$ cat config.mk
export PLATFORM = sky130hd
export DESIGN_NAME = irq_request_latch_flat
export DESIGN_NICKNAME = d
export VERILOG_FILES = /design/src/rtl/irq_request_latch_if.sv /design/src/rtl/irq_request_latch.sv /design/src/flat_wrapper.sv
export SDC_FILE = /design/constraint.sdc
export NUM_CORES = 1
export LEC_CHECK = 0
export ABC_AREA = 1
export CAP_MARGIN = 20
export CORE_MARGIN = 4
export CORE_UTILIZATION = 35
export DETAILED_ROUTE_END_ITERATION = 10
export PLACE_DENSITY = 0.76
export SETUP_SLACK_MARGIN = 0.3
export SLEW_MARGIN = 10
export SYNTH_ARGS = -nofsm -noshare
export SYNTH_HDL_FRONTEND = slang
export SYNTH_SLANG_ARGS = --single-unit
$ cat constraint.sdc
create_clock -name clk -period 4.8 [get_ports clk]
set_clock_uncertainty 0.2 [all_clocks]
set_input_delay 0.48 -clock clk [delete_from_list [all_inputs] [get_ports clk]]
set_output_delay 0.48 -clock clk [all_outputs]
set_load 0.01 [all_outputs]
$ cat src/rtl/irq_request_latch_if.sv
// irq_request_latch_if
// Bundles the request lines, the external priority-encoder loop and the
// consumer handshake of irq_request_latch.
//   irq_in    : raw request lines (synchronous to clk)
//   mask      : per-line service enable
//   pend      : pending & mask, feeds the external priority encoder
//   idx_in    : encoder result for the current pend value
//   ack       : consumer acknowledge of the presented request
//   irq_req   : registered request-valid flag
//   irq_idx   : registered index of the presented request
//   drop_cnt  : saturating count of requests lost to an already-pending bit
//   fsm_state : debug view of the presentation state machine
// Handshake: irq_req is a valid that stays high, with irq_idx stable, until
// a cycle in which ack=1 is sampled; that cycle completes the transfer.
// ack is ignored whenever irq_req is low.
// The master modport is the environment (sources + encoder + consumer); the
// slave modport is the latch itself.
interface irq_request_latch_if;
  logic [7:0] irq_in;
  logic [7:0] mask;
  logic [7:0] pend;
  logic [2:0] idx_in;
  logic       ack;
  logic       irq_req;
  logic [2:0] irq_idx;
  logic [7:0] drop_cnt;
  logic [1:0] fsm_state;

  modport master (
    output irq_in, mask, idx_in, ack,
    input  pend, irq_req, irq_idx, drop_cnt, fsm_state
  );

  modport slave (
    input  irq_in, mask, idx_in, ack,
    output pend, irq_req, irq_idx, drop_cnt, fsm_state
  );
endinterface

$ cat src/rtl/irq_request_latch.sv
// irq_request_latch
// Captures request lines into a pending register (rising-edge or level mode),
// presents one masked pending request at a time using the index returned by
// an external priority encoder, and counts requests lost because their line
// was already pending.
// Ports:
//   clk : single clock, all state updates on its rising edge
//   rst : synchronous active-high reset
//   bus : irq_request_latch_if.slave (see the interface for signal list)
// Parameters:
//   WIDTH : number of request lines (only 8 is supported)
//   EDGE  : 1 = rising-edge capture, 0 = level capture
module irq_request_latch #(
  parameter int WIDTH = 8,
  parameter bit EDGE  = 1'b1
) (
  input logic               clk,
  input logic               rst,
  irq_request_latch_if.slave bus
);

  typedef enum logic [1:0] {
    IDLE = 2'd0,
    REQ  = 2'd1,
    GAP  = 2'd2
  } state_t;

  state_t           state;
  logic [WIDTH-1:0] prev;
  logic [WIDTH-1:0] pend_reg;
  logic [WIDTH-1:0] pend_w;
  logic [WIDTH-1:0] capture;
  logic [WIDTH-1:0] clr_vec;
  logic [WIDTH-1:0] drop_vec;
  logic [3:0]       drop_num;
  logic [8:0]       drop_sum;
  logic             ack_clear;
  logic             irq_req_r;
  logic [2:0]       irq_idx_r;
  logic [7:0]       drop_cnt_r;

  always_comb begin
    capture   = EDGE ? (bus.irq_in & ~prev) : bus.irq_in;
    pend_w    = pend_reg & bus.mask;
    ack_clear = (state == REQ) && bus.ack;
    clr_vec   = ack_clear ? ({{(WIDTH-1){1'b0}}, 1'b1} << irq_idx_r) : '0;
    // The acked line is excluded: a new edge on it re-arms the bit rather
    // than being lost, so it is not a drop.
    drop_vec  = EDGE ? (capture & pend_reg & ~clr_vec) : '0;
    drop_num  = '0;
    for (int i = 0; i < WIDTH; i++) begin
      drop_num = drop_num + {3'b000, drop_vec[i]};
    end
    drop_sum  = {1'b0, drop_cnt_r} + {5'b00000, drop_num};
  end

  always_ff @(posedge clk) begin
    if (rst) begin
      prev       <= '0;
      pend_reg   <= '0;
      irq_req_r  <= 1'b0;
      irq_idx_r  <= 3'd0;
      drop_cnt_r <= 8'd0;
      state      <= IDLE;
    end else begin
      prev       <= bus.irq_in;
      // Capture is applied after the clear so it wins on a collision.
      pend_reg   <= (pend_reg & ~clr_vec) | capture;
      drop_cnt_r <= drop_sum[8] ? 8'hFF : drop_sum[7:0];
      case (state)
        IDLE: begin
          // idx_in is only meaningful when pend is non-zero.
          if (|pend_w) begin
            irq_idx_r <= bus.idx_in;
            irq_req_r <= 1'b1;
            state     <= REQ;
          end
        end
        REQ: begin
          if (bus.ack) begin
            irq_req_r <= 1'b0;
            state     <= GAP;
          end
        end
        GAP: begin
          // One dead cycle lets the encoder settle on the cleared pend.
          state <= IDLE;
        end
        default: begin
          irq_req_r <= 1'b0;
          state     <= IDLE;
        end
      endcase
    end
  end

  assign bus.pend      = pend_w;
  assign bus.irq_req   = irq_req_r;
  assign bus.irq_idx   = irq_idx_r;
  assign bus.drop_cnt  = drop_cnt_r;
  assign bus.fsm_state = state;

endmodule

$ cat src/flat_wrapper.sv
// flat-port wrapper written by rule: the top's interface ports become plain ports
module irq_request_latch_flat 
#(
  parameter int WIDTH = 8,
  parameter bit EDGE  = 1'b1
)
  (clk, rst, bus_irq_in, bus_mask, bus_idx_in, bus_ack, bus_pend, bus_irq_req, bus_irq_idx, bus_drop_cnt, bus_fsm_state);
  irq_request_latch_if bus_i ();
  input logic clk;
  input logic rst;
  input wire logic [$bits(bus_i.irq_in)-1:0] bus_irq_in;
  input wire logic [$bits(bus_i.mask)-1:0] bus_mask;
  input wire logic [$bits(bus_i.idx_in)-1:0] bus_idx_in;
  input wire logic [$bits(bus_i.ack)-1:0] bus_ack;
  output wire logic [$bits(bus_i.pend)-1:0] bus_pend;
  output wire logic [$bits(bus_i.irq_req)-1:0] bus_irq_req;
  output wire logic [$bits(bus_i.irq_idx)-1:0] bus_irq_idx;
  output wire logic [$bits(bus_i.drop_cnt)-1:0] bus_drop_cnt;
  output wire logic [$bits(bus_i.fsm_state)-1:0] bus_fsm_state;
  assign bus_i.irq_in = bus_irq_in;
  assign bus_i.mask = bus_mask;
  assign bus_i.idx_in = bus_idx_in;
  assign bus_i.ack = bus_ack;
  assign bus_pend = bus_i.pend;
  assign bus_irq_req = bus_i.irq_req;
  assign bus_irq_idx = bus_i.irq_idx;
  assign bus_drop_cnt = bus_i.drop_cnt;
  assign bus_fsm_state = bus_i.fsm_state;
  irq_request_latch #(.WIDTH(WIDTH), .EDGE(EDGE)) u_core (.clk(clk), .rst(rst), .bus(bus_i));
endmodule
==> reports/qor.csv, run 1 <==
metric,value,unit
initial_core_util,37.47,%
area_growth,51.17,%
critPathKind,in -> reg,
synth-main-ff-cell,dfxtp_1,
grt_usage,14.38,%
clkTransAtPathRegs,0.06,ns
fin_crit,4.368,ns
drive_gt1_share,23.44,%
dieArea,5566,sq um
p_leak,1.098,nW
start_kind,primary input,
crit_required,4.83,ns
ios,44,
drcViolationCount,0,
die_x,74.61,microns
reg2reg_depth,20,
max_freq,228.9,MHz
cts.htree.levels,2,
cts_tree,built,
dp_hpwl,2838,microns
tightest_slew,1.067,ns
first_pass_iters,4,
worstHoldPathType,in -> reg,
timing.final.crit_share,91.01,%
seqCellArea,608.1,sq um
crit_fanout,5,
irDropWorstVdd,155.4,uV
netlist_area,1553,sq um
synth.top_cells.by_area,"dfxtp_1 39%, inv_1 10%, nand2_1 10%",
ys_seq_area_share,38.68,%
syn-instance-count,214,
drv_slew,0,
drt_iter0_drc,101,
routabilityCongestion,0.7487,
finalSetupTns,0,ns
ys_warn_count,0,
syn_area_per_cell,7.256,sq um
drv_cap,0,
coreArea,4144,sq um
place_inst,311,
nets,306,
syn-num-nets,248,
ant_nets,0,
avgViaCountPerCell,4.802,
antenna_found_initial,0,
ys_top_cells_by_count,"42 x inv_1, 42 x nand2_1, 30 x dfxtp_1",
routed_wl,4036,microns
async_flop_share,0,%
power.density,310.6,nW/um^2
overflow,0,
multiInputGateArea,904.6,sq um
grt_pass1_wl,6009,microns
cts.sinks,30,
root_buffer,clkbuf_8,
synth_top_area_share,38.68,%
placementRows,23,
status,"finished, final reports clean",
crit_path_end_kind,flip-flop,
yosysUniqueCellTypes,19,
die_h,74.61,microns
num_antenna_cells,0,
rsz0062_at_grt,false,
relSlewSlack,28.65,%
grt_pass1_vias,1385,
worstSkewPairLatency,0.28,ns
port_buffers,43,
stdcell_count,323,
dr_total_vias,1551,
min_path_cells,3,
yosysTopAreaCell,dfxtp_1,
finalHoldViolations,0,
fillCellCount,369,
wl_per_cell,12.50,microns
grt_max_degree,28,
setup_viol,0,
post-layout-total-power,728.9,uW
synth-edff-count,0,
synth_seq_cells,30,
crit_arrival,4.40,ns
cts_made_buffers,5,
clockBufferDepth,2,
## cells by family after synthesis
family                     share of synthesized area (%)
AOI/OAI and AO/OA                                  9.348
xor gates and xnor gates                           1.692
buffers and inverters                              11.12
adders and majority gates                          12.09
and+or+nand+nor                                    27.08
DFF                                                38.68
## timing repair
action / 4_1_cts / 5_1_grt
resized for setup: 21 / 30
setup buffers: 4 / 0
hold buffers: 0 / 0
setup endpoints to repair: 8 / 8
pin swaps: 13 / 17
## area by class of cell
cell class | count | share of cell area [%]
clock buffers | 7 | 3.678
inverters | 42 | 6.823
clock inverters | 1 | 0.2132
well taps | 50 | 2.665
multi-input cells | 139 | 38.54
repair buffers | 54 | 22.17
flip-flops and latches | 30 | 25.91
## critical path: stages
cell and delay, ns:
dlygate4sd2_1 0.21, inv_2 0.05, nor2_4 0.13, inv_4 0.06, o21ai_4 0.19, nor2_4 0.06
ha_4 0.27, inv_2 0.03, fa_1 0.49, inv_2 0.05, fa_1 0.47, fa_2 0.37
inv_2 0.07, fa_2 0.46, fa_2 0.44, o21ai_4 0.21, nand3_4 0.15, nand3_2 0.11
nand2_1 0.05, inv_1 0.05
## cells in the final DEF (no fill, tap or decap), types with 2 or more instances in the layout
cell type and instances:
ha_1 5, o21ai_4 3, nand2_1 38, clkdlybuf4s50_1 40, xnor2_1 2, nor2_1 23, or2_2 4, nand3_1 13
a21oi_2 5, a21oi_1 13, nand4_1 5, nor2_4 3, o21ai_0 5, clkbuf_8 6, buf_4 10, fa_2 3
nand2_2 5, or2_4 2, inv_1 31, dfxtp_2 3, fa_1 2, inv_2 10, dfxtp_1 26, nand3_2 2
dlymetal6s2s_1 2
## worst paths after layout
kind | endpoint | start | slack (ns)
worst max-delay path | u_core.bus.drop_cnt[5] | bus_ack | 0.43
worst min-delay path | u_core.prev[1] | bus_irq_in[1] | 0.24
worst max register to register | u_core.bus.drop_cnt[5] | u_core.bus.fsm_state[1] | 0.45
worst min register to register | u_core.bus.irq_req | u_core.bus.irq_req | 0.27
## report_power, final
group | leakage, nW | switching, mW | internal [mW] | total (mW)
Sequential | 0.250 | 0.0217 | 0.276 | 0.298
Combinational | 0.800 | 0.108 | 0.115 | 0.223
Clock | 0.0482 | 0.0928 | 0.115 | 0.208
## routing by layer
| layer | part of all wire, % | GRT usage (%) |
|---|---|---|
| met1 | 43 | 17.20 |
| met2 | 47 | 23.80 |
| met3 | 7.5 | 4.054 |
| met4 | 2.3 | 6.719 |
| met5 | 0 | 0 |
## stage by stage
stage	area, sq um	utilization [%]	worst slack (ns)	hold WS (ns)
2_1_floorplan	1555	-	0.3282	0.2531
3_3_place_gp	2086	50.33	-0.1753	0.2537
3_5_place_dp	2086	50.33	-0.3312	0.2665
4_1_cts	2270	54.77	0.3608	0.2762
5_1_grt	2347	56.64	0.2744	0.2659
6_report	2347	56.64	0.4315	0.2426
No activity file was read; power rests on OpenSTA's default activity.
==> run 2, diff against run 1 <==
- CELL_PAD_IN_SITES_DETAIL_PLACEMENT: unset -> 1
- CELL_PAD_IN_SITES_GLOBAL_PLACEMENT: unset -> 1
- CORE_UTILIZATION: 35 -> 30
- PLACE_DENSITY: 0.76 -> 0.87
==> reports/qor.csv, run 2 (synthesis gave the netlist of run 1 again) <==
metric,value,unit
place_inst,327,
grt_pass1_wl,8100,microns
cts_made_buffers,5,
min_path_cells,3,
dp_hpwl,3508,microns
port_buffers,43,
routed_wl,5871,microns
hold_slack,0.2285,ns
dr_total_vias,1678,
cpPeakStageDelay,0.55,ns
path_common_cell,inv_2,
die_h,79.95,microns
p_sw_share,32.72,%
nets,315,
setup_viol,0,
relSlewSlack,23.90,%
die_x,79.95,microns
finalSetupTns,0,ns
stdcell_count,349,
r2r_slack,0.26,ns
dieArea,6391,sq um
reg2reg_depth,17,
grt_pass1_vias,1693,
rsz0062_at_grt,true,
grt_max_degree,28,
cts.htree.levels,2,
drv_cap,0,
placementRows,25,
drive_gt1_share,29.43,%
antenna_found_initial,0,
worstReg2RegStart,u_core.bus.irq_idx[1],
first_pass_iters,4,
status,"finished, final reports clean",
cts_hold_buffers,0,
seqPwrFrac,38.9,%
comb_power_share,33.9,%
cts.sinks,30,
crit_fanout,7,
grt_usage,17.06,%
dp_slack,-0.4119,ns
start_kind,flip-flop,
avgViaCountPerCell,4.808,
r2r-end,u_core.bus.drop_cnt[4],
cts_tree,built,
clock_power_share,27.3,%
final_common_cell,clkdlybuf4s50_1,
crit_chain,inv_2 > nand3_1 > o21ai_4 > nor2_4 > ha_4 > inv_2 > fa_1 > inv_2 > fa_1 > fa_2 > inv_2 > fa_2 > fa_2 > o21ai_4 > buf_6 > o21ai_2 > nor2_1,
drcViolationCount,0,
internal_power,529.0,uW
coreArea,4880,sq um
critPathKind,reg -> reg,
irDropWorstVdd,124.3,uV
final_cell_mix,"41 x clkdlybuf4s50_1, 36 x nand2_1, 32 x inv_1, 25 x dfxtp_1, 20 x nor2_1",
p_switching,257.3,uW
setup_ws,0.2598,ns
hold_end,u_core.prev[0],
crit_required,4.82,ns
ios,44,
drv_slew,0,
crit_path_end_kind,flip-flop,
wl_per_cell,16.82,microns
p_leak,1.162,nW
ant_nets,0,
clkTransAtPathRegs,0.07,ns
crit_arrival,4.56,ns
min_from,bus_irq_in[0],
max_freq,220.3,MHz
drt_iter0_drc,103,
root_buffer,clkbuf_8,
routabilityCongestion,0.7570,
initial_core_util,31.82,%
power.density,312.2,nW/um^2
finalHoldViolations,0,
timing.final.crit_share,94.59,%
worstHoldPathType,in -> reg,
fin_crit,4.540,ns
num_antenna_cells,0,
overflow,0,
crit_slowest_cell,fa_1,
area_growth,62.21,%
clockBufferDepth,2,
worstSkewPairLatency,0.29,ns
tightest_slew,1.138,ns
## run 2: changes by cell type in the layout (fill, tap and decap cells not counted), sizes merged
cell / before / now
buf: 11 / 20
clkdlybuf4s50: 40 / 41
dlymetal6s2s: 2 / 1
## run 2: repair_timing
| item | CTS | global route |
|---|---|---|
| buffers inserted | 10 | 4 |
| gates resized for setup | 22 | 43 |
| pin swaps | 12 | 20 |
| endpoints found under the setup margin | 8 | 8 |
## run 2: layout make-up
class,count,area [sq um]
fill,588,2361
multi-input combinational,139,988.4
sequential,30,609.3
timing repair buffer,63,585.6
inverter,42,160.2
clock buffer,7,86.33
tap,67,83.83
clock inverter,1,5.005
## run 2: metrics by stage
step           power (mW)  util, %  instance area, sq um
2_1_floorplan      0.3960        -                  1555
3_3_place_gp       0.4874    43.03                  2100
3_5_place_dp       0.4975    43.03                  2100
4_1_cts            0.7303    47.69                  2327
5_1_grt            0.8297    51.62                  2519
6_report           0.7863    51.62                  2519
## run 2: worst max-delay path, delay by kind of cell (launching register included)
family          cells  cell delay (ns)
compound gates      3             0.51
fa+ha+maj           6             2.61
buf+inv             5             0.42
flops               1             0.37
simple gates        3             0.36
## run 2: power by group through the flow
stage | Combinational [mW] | Clock (mW) | Sequential, mW
after global placement | 0.187 | 0 | 0.300
final | 0.266 | 0.214 | 0.306
after floorplan | 0.0930 | 0 | 0.303
after CTS | 0.217 | 0.217 | 0.297
after global routing | 0.290 | 0.231 | 0.309
after detailed placement | 0.196 | 0 | 0.302
## run 2: metal layers
layer / up-vias / track usage [%] / share of wire [%]
met5: - / 0 / 0
met4: 0 / 9.797 / 4.2
met3: 23 / 3.837 / 5.4
met2: 61 / 29.88 / 51
met1: 795 / 18.72 / 39
li1: 799 / - / -
## run 2: how the worst max path moves through the flow
| stage | slack (ns) | start | to |
|---|---|---|---|
| after global placement | -0.18 | bus_ack | u_core.bus.drop_cnt[6] |
| final | 0.26 | u_core.bus.irq_idx[1] | u_core.bus.drop_cnt[4] |
| after floorplan | 0.33 | bus_ack | u_core.bus.drop_cnt[6] |
| after CTS | 0.31 | bus_irq_in[0] | u_core.bus.drop_cnt[6] |
| after detailed placement | -0.41 | bus_ack | u_core.bus.drop_cnt[6] |
| after global routing | 0.1 | u_core.bus.irq_idx[1] | u_core.bus.drop_cnt[4] |
==> run 3, diff against run 2 <==
- CORE_UTILIZATION: 30 -> 31
- CTS_BUF_LIST: unset -> sky130_fd_sc_hd__clkbuf_4
- PLACE_DENSITY: 0.87 -> 0.89
==> reports/qor.csv, run 3 (synthesis gave the netlist of run 1 again) <==
metric,value,unit
status,"finished, final reports clean",
crit_arrival,4.38,ns
cts.sinks,30,
fillCellCount,609,
clkTransAtPathRegs,0.09,ns
path_common_cell,fa_2,
cts_hold_buffers,0,
post-layout-total-power,649.8,uW
drt_iter0_drc,63,
cts_tree,built,
area_growth,45.85,%
worstSkewPairLatency,0.33,ns
clockBufferDepth,2,
dr_total_vias,1544,
drcViolationCount,0,
tightest_slew,1.007,ns
dieArea,6206,sq um
rsz0062_at_grt,false,
root_buffer,clkbuf_4,
p_leak,1.050,nW
initial_core_util,32.44,%
setup_viol,0,
worstSetupStartpoint,bus_irq_in[0],
overflow,0,
cts_made_buffers,5,
drive_gt1_share,20.66,%
antenna_found_initial,0,
final_cell_mix,"42 x clkdlybuf4s50_1, 38 x nand2_1, 33 x inv_1, 25 x dfxtp_1, 23 x nor2_1",
placementRows,25,
crit_chain,clkdlybuf4s50_1 > inv_1 > or2_4 > nor2_2 > ha_1 > inv_1 > fa_1 > inv_2 > fa_1 > fa_2 > inv_2 > fa_2 > fa_2 > o21ai_4 > nand2_2 > o21ai_2 > nor2_1,
seqCellArea,606.8,sq um
relSlewSlack,32.65,%
timing.final.crit_share,90.69,%
grt_pass1_wl,7272,microns
port_buffers,43,
ant_nets,0,
wl_per_cell,13.33,microns
drv_cap,0,
first_pass_iters,4,
max_freq,229.7,MHz
routed_wl,4506,microns
worstReg2RegStart,u_core.bus.fsm_state[1],
power.density,286.9,nW/um^2
fin_area,2265,sq um
r2r_slack,0.48,ns
crit_path_end_kind,flip-flop,
drv_slew,0,
placed_area,2107,sq um
irDropWorstVdd,114.9,uV
dp_hpwl,3529,microns
cts.htree.levels,2,
cpPeakStageDelay,0.51,ns
grt_max_degree,28,
start_kind,primary input,
final_common_cell,clkdlybuf4s50_1,
grt_usage,15.32,%
worstHoldPathType,reg -> reg,
die_h,78.78,microns
finalHoldViolations,0,
num_antenna_cells,0,
critPathKind,in -> reg,
routabilityCongestion,0.7757,
r2r-end,u_core.bus.drop_cnt[6],
grt_pass1_vias,1594,
die_x,78.78,microns
multiInputGateArea,864.6,sq um
reg2reg_depth,19,
avgViaCountPerCell,4.568,
fin_crit,4.353,ns
crit_required,4.82,ns
nets,305,
hold_slack,0.2792,ns
crit_fanout,3,
crit_slowest_cell,fa_1,
critical_path.endpoint,u_core.bus.drop_cnt[6],
coreArea,4786,sq um
ios,44,
## run 3: worst max-delay path, delay by kind of cell
kind | cells | cell delay, ns
adders and majority gates | 6 | 2.37
and+or+nand+nor | 4 | 0.51
AOI/OAI and AO/OA | 2 | 0.35
buffers and inverters | 5 | 0.65
## run 3: metrics by stage
stage / utilization [%] / setup slack, ns / TNS (ns) / cells
final: 47.32 / 0.4468 / 0 / 338
after global routing: 47.32 / 0.2763 / 0 / 338
after CTS: 46.46 / 0.3825 / 0 / 338
after detailed placement: 44.03 / -0.4269 / -2.868 / 328
after global placement: 44.03 / -0.1915 / -1.203 / 328
after floorplan: - / 0.3282 / 0 / 214
## run 3: layout make-up
cell class / instances / share of cell area, %
sequential: 30 / 26.80
clock buffer: 5 / 1.657
clock inverter: 2 / 0.4420
timing repair buffer: 53 / 22.27
multi-input combinational: 139 / 38.18
tap: 67 / 3.702
inverter: 42 / 6.961
## run 3: worst min-delay path by stage
stage	start	endpoint	slack, ns	cells after the start
final	u_core.bus.irq_req	u_core.bus.irq_req	0.28	2
after global placement	u_core.bus.irq_req	u_core.bus.irq_req	0.25	2
after detailed placement	u_core.bus.irq_req	u_core.bus.irq_req	0.27	2
after floorplan	u_core.pend_reg[2]	u_core.pend_reg[2]	0.25	2
after CTS	u_core.bus.irq_req	u_core.bus.irq_req	0.28	2
after global routing	u_core.pend_reg[4]	u_core.pend_reg[4]	0.31	2
## run 3: what timing repair did
item,4_1_cts,5_1_grt
setup endpoints to repair,8,8
pin swaps,11,12
buffers inserted,3,0
cloned,0,0
resized for setup,17,19
## run 3: power breakdown
part | leakage, nW | switching [mW] | total (mW) | internal, mW
Clock | 0.0308 | 0.0837 | 0.136 | 0.0525
Sequential | 0.250 | 0.0242 | 0.300 | 0.276
Combinational | 0.770 | 0.103 | 0.214 | 0.110
Total | 1.05 | 0.211 | 0.650 | 0.438
## run 3: layer usage
layer | GRT usage (%) | vias up | wire, microns
li1 | - | 779 | -
met5 | 0 | - | 0
met3 | 4.082 | 5 | 196
met2 | 26.32 | 36 | 2268
met1 | 18.21 | 724 | 1975
met4 | 5.769 | 0 | 66
